==> config.mk <==
export PLATFORM = sky130hd
export DESIGN_NAME = cntr_cla_n
export DESIGN_NICKNAME = d
export VERILOG_FILES = /design/src/rtl/cntr_cla_n.sv
export SDC_FILE = /design/constraint.sdc
export NUM_CORES = 1
export LEC_CHECK = 0
export ABC_AREA = 1
export CORE_ASPECT_RATIO = 1.1
export CORE_MARGIN = 5
export CORE_UTILIZATION = 45
export DETAILED_ROUTE_END_ITERATION = 12
export PLACE_DENSITY = 0.77
export SYNTH_ARGS = -nofsm -noshare
export SYNTH_HDL_FRONTEND = slang
export SYNTH_SLANG_ARGS = --single-unit
==> constraint.sdc <==
create_clock -name clk -period 2.4 [get_ports clk]
set_input_delay 0.6 -clock clk [delete_from_list [all_inputs] [get_ports clk]]
set_output_delay 0.6 -clock clk [all_outputs]
set_load 0.02 [all_outputs]
==> src/rtl/cntr_cla_n.sv <==
// Loadable up/down counter whose next value comes from a ripple of cla4 adder stages.
// Supports hold, wrap or saturate at the limits, a terminal-count pulse and a visible FSM state.

module cla4 (
    input  logic [3:0] a,
    input  logic [3:0] b,
    input  logic       ci,
    output logic [3:0] s,
    output logic       co
);
    logic [3:0] g;
    logic [3:0] p;
    logic [4:0] c;

    assign g = a & b;
    assign p = a ^ b;

    assign c[0] = ci;
    assign c[1] = g[0] | (p[0] & c[0]);
    assign c[2] = g[1] | (p[1] & g[0]) | (p[1] & p[0] & c[0]);
    assign c[3] = g[2] | (p[2] & g[1]) | (p[2] & p[1] & g[0])
                | (p[2] & p[1] & p[0] & c[0]);
    assign c[4] = g[3] | (p[3] & g[2]) | (p[3] & p[2] & g[1])
                | (p[3] & p[2] & p[1] & g[0])
                | (p[3] & p[2] & p[1] & p[0] & c[0]);

    assign s  = p ^ c[3:0];
    assign co = c[4];
endmodule

module cntr_cla_n #(
    parameter int WIDTH = 8,
    parameter bit SAT   = 1'b0
) (
    input  logic             clk,
    input  logic             reset_n,
    input  logic             en,
    input  logic             load,
    input  logic             inc,
    input  logic [WIDTH-1:0] d_in,
    output logic [WIDTH-1:0] d_out,
    output logic [2:0]       o_state,
    output logic             tc
);
    localparam int NSTG = WIDTH / 4;

    typedef enum logic [2:0] {
        IDLE = 3'b000,
        LOAD = 3'b001,
        INC  = 3'b010,
        INC2 = 3'b011,
        DEC  = 3'b100,
        DEC2 = 3'b101
    } state_t;

    state_t           state_q, state_d;
    logic [WIDTH-1:0] cnt_d;
    logic             tc_d;
    logic [WIDTH-1:0] addend;
    logic [WIDTH-1:0] sum;
    logic [NSTG:0]    carry;
    logic             limit;

    // Decrement is an add of all-ones, so one adder serves both directions.
    assign addend   = inc ? {{(WIDTH-1){1'b0}}, 1'b1} : {WIDTH{1'b1}};
    assign carry[0] = 1'b0;

    for (genvar i = 0; i < NSTG; i++) begin : g_stage
        cla4 u_cla4 (
            .a  (d_out[4*i +: 4]),
            .b  (addend[4*i +: 4]),
            .ci (carry[i]),
            .s  (sum[4*i +: 4]),
            .co (carry[i+1])
        );
    end

    // Carry-out means overflow when counting up, but no-borrow when counting down.
    assign limit = inc ? carry[NSTG] : ~carry[NSTG];

    always_comb begin
        state_d = state_q;
        cnt_d   = d_out;
        tc_d    = 1'b0;
        if (load) begin
            state_d = LOAD;
            cnt_d   = d_in;
        end else if (!en) begin
            state_d = IDLE;
        end else begin
            if (inc) begin
                state_d = (state_q == INC) ? INC2 : INC;
            end else begin
                state_d = (state_q == DEC) ? DEC2 : DEC;
            end
            tc_d  = limit;
            cnt_d = (SAT && limit) ? d_out : sum;
        end
    end

    always_ff @(posedge clk or negedge reset_n) begin
        if (!reset_n) begin
            state_q <= IDLE;
            d_out   <= '0;
            tc      <= 1'b0;
        end else begin
            state_q <= state_d;
            d_out   <= cnt_d;
            tc      <= tc_d;
        end
    end

    assign o_state = state_q;
endmodule

Word level (Yosys, flattened, before mapping):

Index checks and enable logic that the tools add are counted.

* flip-flop bits (word level): 12
* bits in latches: 0
* RAM bits: 0
* memory bits (read-only): 0
* input port bits: 13
* output and inout bits: 12
* logic and storage cells: 65
* memories: 0

* add/subtract/negate cells: 0
* multiply operators: 0
* div/mod/pow operators: 0
* $lt $le $gt $ge: 0
* equal/unequal tests: 2
* shifts and indexed selects: 0
* muxes and demuxes: 11
* bitwise gates (word level): 48
* reduce and logical (&&, ||, !) cells: 1

Operators by type and width (count)
* bitwise AND 1 bit: 25
* two-way mux 8 bit: 3
* bitwise OR 1 bit: 16
* XOR 4 bit: 4
* two-way mux 3 bit: 3
* bitwise AND 4 bit: 2
* two-way mux 1 bit: 5
* == test 3 x 2 -> 1 bit, second input constant: 1
* == test 3 bit, second input constant: 1
* nonzero test 2 bit: 1
* inverter 1 bit: 1

Logic depth before layout (Yosys ltp):

* word-level depth: 12
* depth in mapped cells: 11
* gate-level depth less buffers: 11

Modules after synthesis:

A second synthesis with hierarchy kept.

* cell total of the unflattened synthesis: 128
* area, all modules: 925.9 µm²

Modules (own cells, without submodules)
* cntr_cla_n: instances 1, cells each 66, area an instance 548.0 µm², seq. area each 300.3 µm²
* cla4: instances 2, cells each 31, area an instance 188.9 µm², seq. area each 0.0 µm²

Worst setup path before layout:

No wires, ideal clock.

* path kind: input to register
* start point: input inc
* end point: register d_out[4]
* setup time: 0.087 ns
* arrival: 2.154 ns
* data required time: 2.313 ns
* slack: 0.159 ns
* stages: 8
* buffers on the path: 0
* cells stage by stage: inv_1 -> ha_1 -> or2_0 -> nand2_1 -> nand2_2 -> inv_1 -> fa_1 -> o211ai_1

* cells in the longest elaborated chain, start to end: 9
* elaborated cells between the ends (all ways): 15
* those cells by class: mux (3); bitwise (12)

RTL lines
* start: declaration: RTL line 39 `input logic inc,`
* two-way mux 8 bit *: RTL line 65 `assign addend = inc ? {{(WIDTH-1){1'b0}}, 1'b1} : {WIDTH{1'b1}};`
* XOR 4 bit / bitwise AND 4 bit (equally long branches): RTL line 16, 15
* bitwise AND 1 bit (on tied branches): RTL line 23, 24
* bitwise OR 1 bit (tied with other cells): RTL line 23 `assign c[4] = g[3] | (p[3] & g[2]) | (p[3] & p[2] & g[1])`
* bitwise OR 1 bit / bitwise AND 1 bit (equally long branches): RTL line 23, 24
* bitwise OR 1 bit: RTL line 24 `| (p[3] & p[2] & p[1] & g[0])`
* XOR 4 bit *: RTL line 27 `assign s = p ^ c[3:0];`
* two-way mux 8 bit *: RTL line 88 `end else if (!en) begin`
* two-way mux 8 bit *: RTL line 85 `if (load) begin`
* end signal: assignment: RTL line 108 `d_out <= cnt_d;`
* end: declaration: RTL line 41 `output logic [WIDTH-1:0] d_out,`

Every way passes the cells marked *; elsewhere a longest branch is shown, timed or not. The select of a mux whose other input is x is not followed.
A chain may end at the register's enable or synchronous reset.

Worst setup path in the final report:

Ends and elaborated chain as after synthesis.

==> results.cfg <==
[outcome]
status = completed

[routing]
drt_iter0_drc = 7
via_per_inst = 5.591
wire_per_inst_um = 14.06
drc = 0
ant_nets = 0
wl_um = 2166
via_count = 861
dr.pass1.iters = 4

[timing]
max_freq_ghz = 0.4335
setup_viol = 0
max-slew-margin-rel = 0.6025
timing_hold_violations_final = 0
fin_crit_ns = 2.307
skew_ns = 0.001521
worst_slew_pin_slew_ns = 0.5944
fin_crit_sh = 0.9611
drv_slew = 0

[worst_setup_path]
worstSetupStartpointType = primary input
crit_type = primary input to flop
arrival_ns = 2.49
reg2regPathDepth = 9
critPathMaxFanout = 5
crit_required_ns = 2.58
critPathCaptureType = flop

[die]
io_pins = 25
die_area_mm2 = 0.002844
core_mm2 = 0.001782
fp.dieW_um = 51.31
die_h_um = 55.44
rows = 16
start_util = 0.4740

[placement]
dp.cells = 151
port_buffers = 24
placed_cell_area_mm2 = 0.001155
gp_congestion = 0.8069
detailed_place_hpwl_um = 1690

[global_route]
track_usage = 0.1686
grt_max_degree = 13
grt_pass1_vias = 875
antenna_found_initial = 0
grt-ovfl-total = 0
grt_pass1_wl_um = 3753

[synth]
async_flop_share = 1.000
synth_common_cells = 27 x nand2_1, 12 x dfrtp_1, 10 x inv_1
syn_nets = 125
yosysUniqueCellTypes = 24
ys_seq_elements = 12
syn_area_um2 = 844.6
synthTopCellsByArea = dfrtp_1 36%, nand2_1 12%, ha_1 10%
synth-main-ff-cell = dfrtp_1
syn_inst = 103
synth_top_area_cell = dfrtp_1
yosysTopAreaCellShare = 0.3556
synth_sequential_area_ratio = 0.3556
avgSynthCellArea_um2 = 8.200
synth_edf_count = 0
synth_warnings = 0
yosysMostFrequentCell = nand2_1

[power]
power.leakage_uw = 0.0005428
vdd_ir_drop_max_mv = 0.3512
power_density_mw_per_mm2 = 610.4
p_total_uw = 733.9

[cells_and_area]
n_fill_cell = 161
finalNonFillerCells = 154
finalNetCount = 160
drive_above_1_share = 0.1471
area_growth_pct = 42.37
num_antenna_cells = 0
design_area_mm2 = 0.001202

[clock_network]
cts_tree = built
cts.htree.levels = 1
cts_made_buffers = 3
cts_buffer_depth = 2
post_cts_buffers = 0
cts.sinks = 12
clock_latency_ns = 0.27
ctsResizeCount = 0
clk_pin_slew_ns = 0.07
postCtsHoldBufs = 0
root_buffer = clkbuf_4

[min_path]
holdPathStages = 2
min_path_type = flop to flop

[job]
drv_cap = 0
kinds of logic after synthesis:
kind of cell	share of synthesized area
AO/OA/AOI/OAI	0.1467
XOR/XNOR	0.03112
adder cells (fa/ha/maj)	0.1511
buffers and inverters	0.05037
flip-flops	0.3556
AND/OR/NAND/NOR	0.2652
through the flow:
stage	utilization	hold slack [ns]	TNS [ns]	worst slack (ns)
floorplan	-	0.3044	0	0.1595
global placement	0.6482	0.5197	-0.3315	-0.1663
detailed placement	0.6482	0.5318	-0.4756	-0.2296
CTS	0.6608	0.5520	0	0.05446
global route	0.6749	0.5826	-0.03407	-0.03407
finish	0.6749	0.5467	0	0.09335
where the power goes:
part / leakage [uW] / internal [uW] / switching, uW / total, uW
Combinational: 0.000381 / 174 / 183 / 357
Sequential: 0.000148 / 227 / 28.5 / 256
Clock: 0.0000138 / 58.0 / 63.5 / 122
critical path, cell delays in order:
cell and delay, ns:
clkdlybuf4s50_1 0.49, inv_2 0.09, ha_4 0.25, or2_0 0.21
nand2_1 0.08, nand2_2 0.05, inv_1 0.08, fa_1 0.42
o211ai_1 0.21
registers in the layout, summed over array words and instances, names as in the netlist:
name     flops
d_out        8
o_state      3
tc           1
per-layer routing:
metal | up-vias | track usage | wire length, um
li1 | 413 | - | -
met1 | 414 | 0.2027 | 886
met2 | 30 | 0.3057 | 1147
met3 | 4 | 0.01613 | 109
met4 | 0 | 0.05618 | 23
met5 | - | 0 | 0
path summary, 6_finish.rpt:
kind / endpoint / startpoint / slack (ns)
worst min-delay path: d_out[6] / d_out[6] / 0.55
min in group asynchronous: d_out[1] / reset_n / 0.71
max in group asynchronous: o_state[2] / reset_n / 1.31
worst max register to register: d_out[5] / d_out[2] / 0.58
worst max-delay path: d_out[4] / inc / 0.09
worst min register to register: d_out[6] / d_out[6] / 0.55
layout make-up:
cell class,instances,area (um2),share of cell area
multi-input combinational,80,526.8,0.4381
sequential,12,300.3,0.2497
timing repair buffer,31,292.8,0.2435
inverter,10,37.54,0.03122
clock buffer,3,22.52,0.01873
tap,18,22.52,0.01873
placed cells by master, fill, tap and decap left out, types with 3 or more instances in the layout:
master	Yosys	routed
clkdlybuf4s50_1	0	24
a22oi_1	3	3
o211ai_1	4	4
a21oi_1	6	6
ha_1	7	5
buf_4	0	7
inv_1	10	9
nor2_1	7	7
nand3_1	6	6
dfrtp_1	12	12
clkbuf_4	0	3
nand2_1	27	27
No activity file was read; power rests on OpenSTA's default activity.
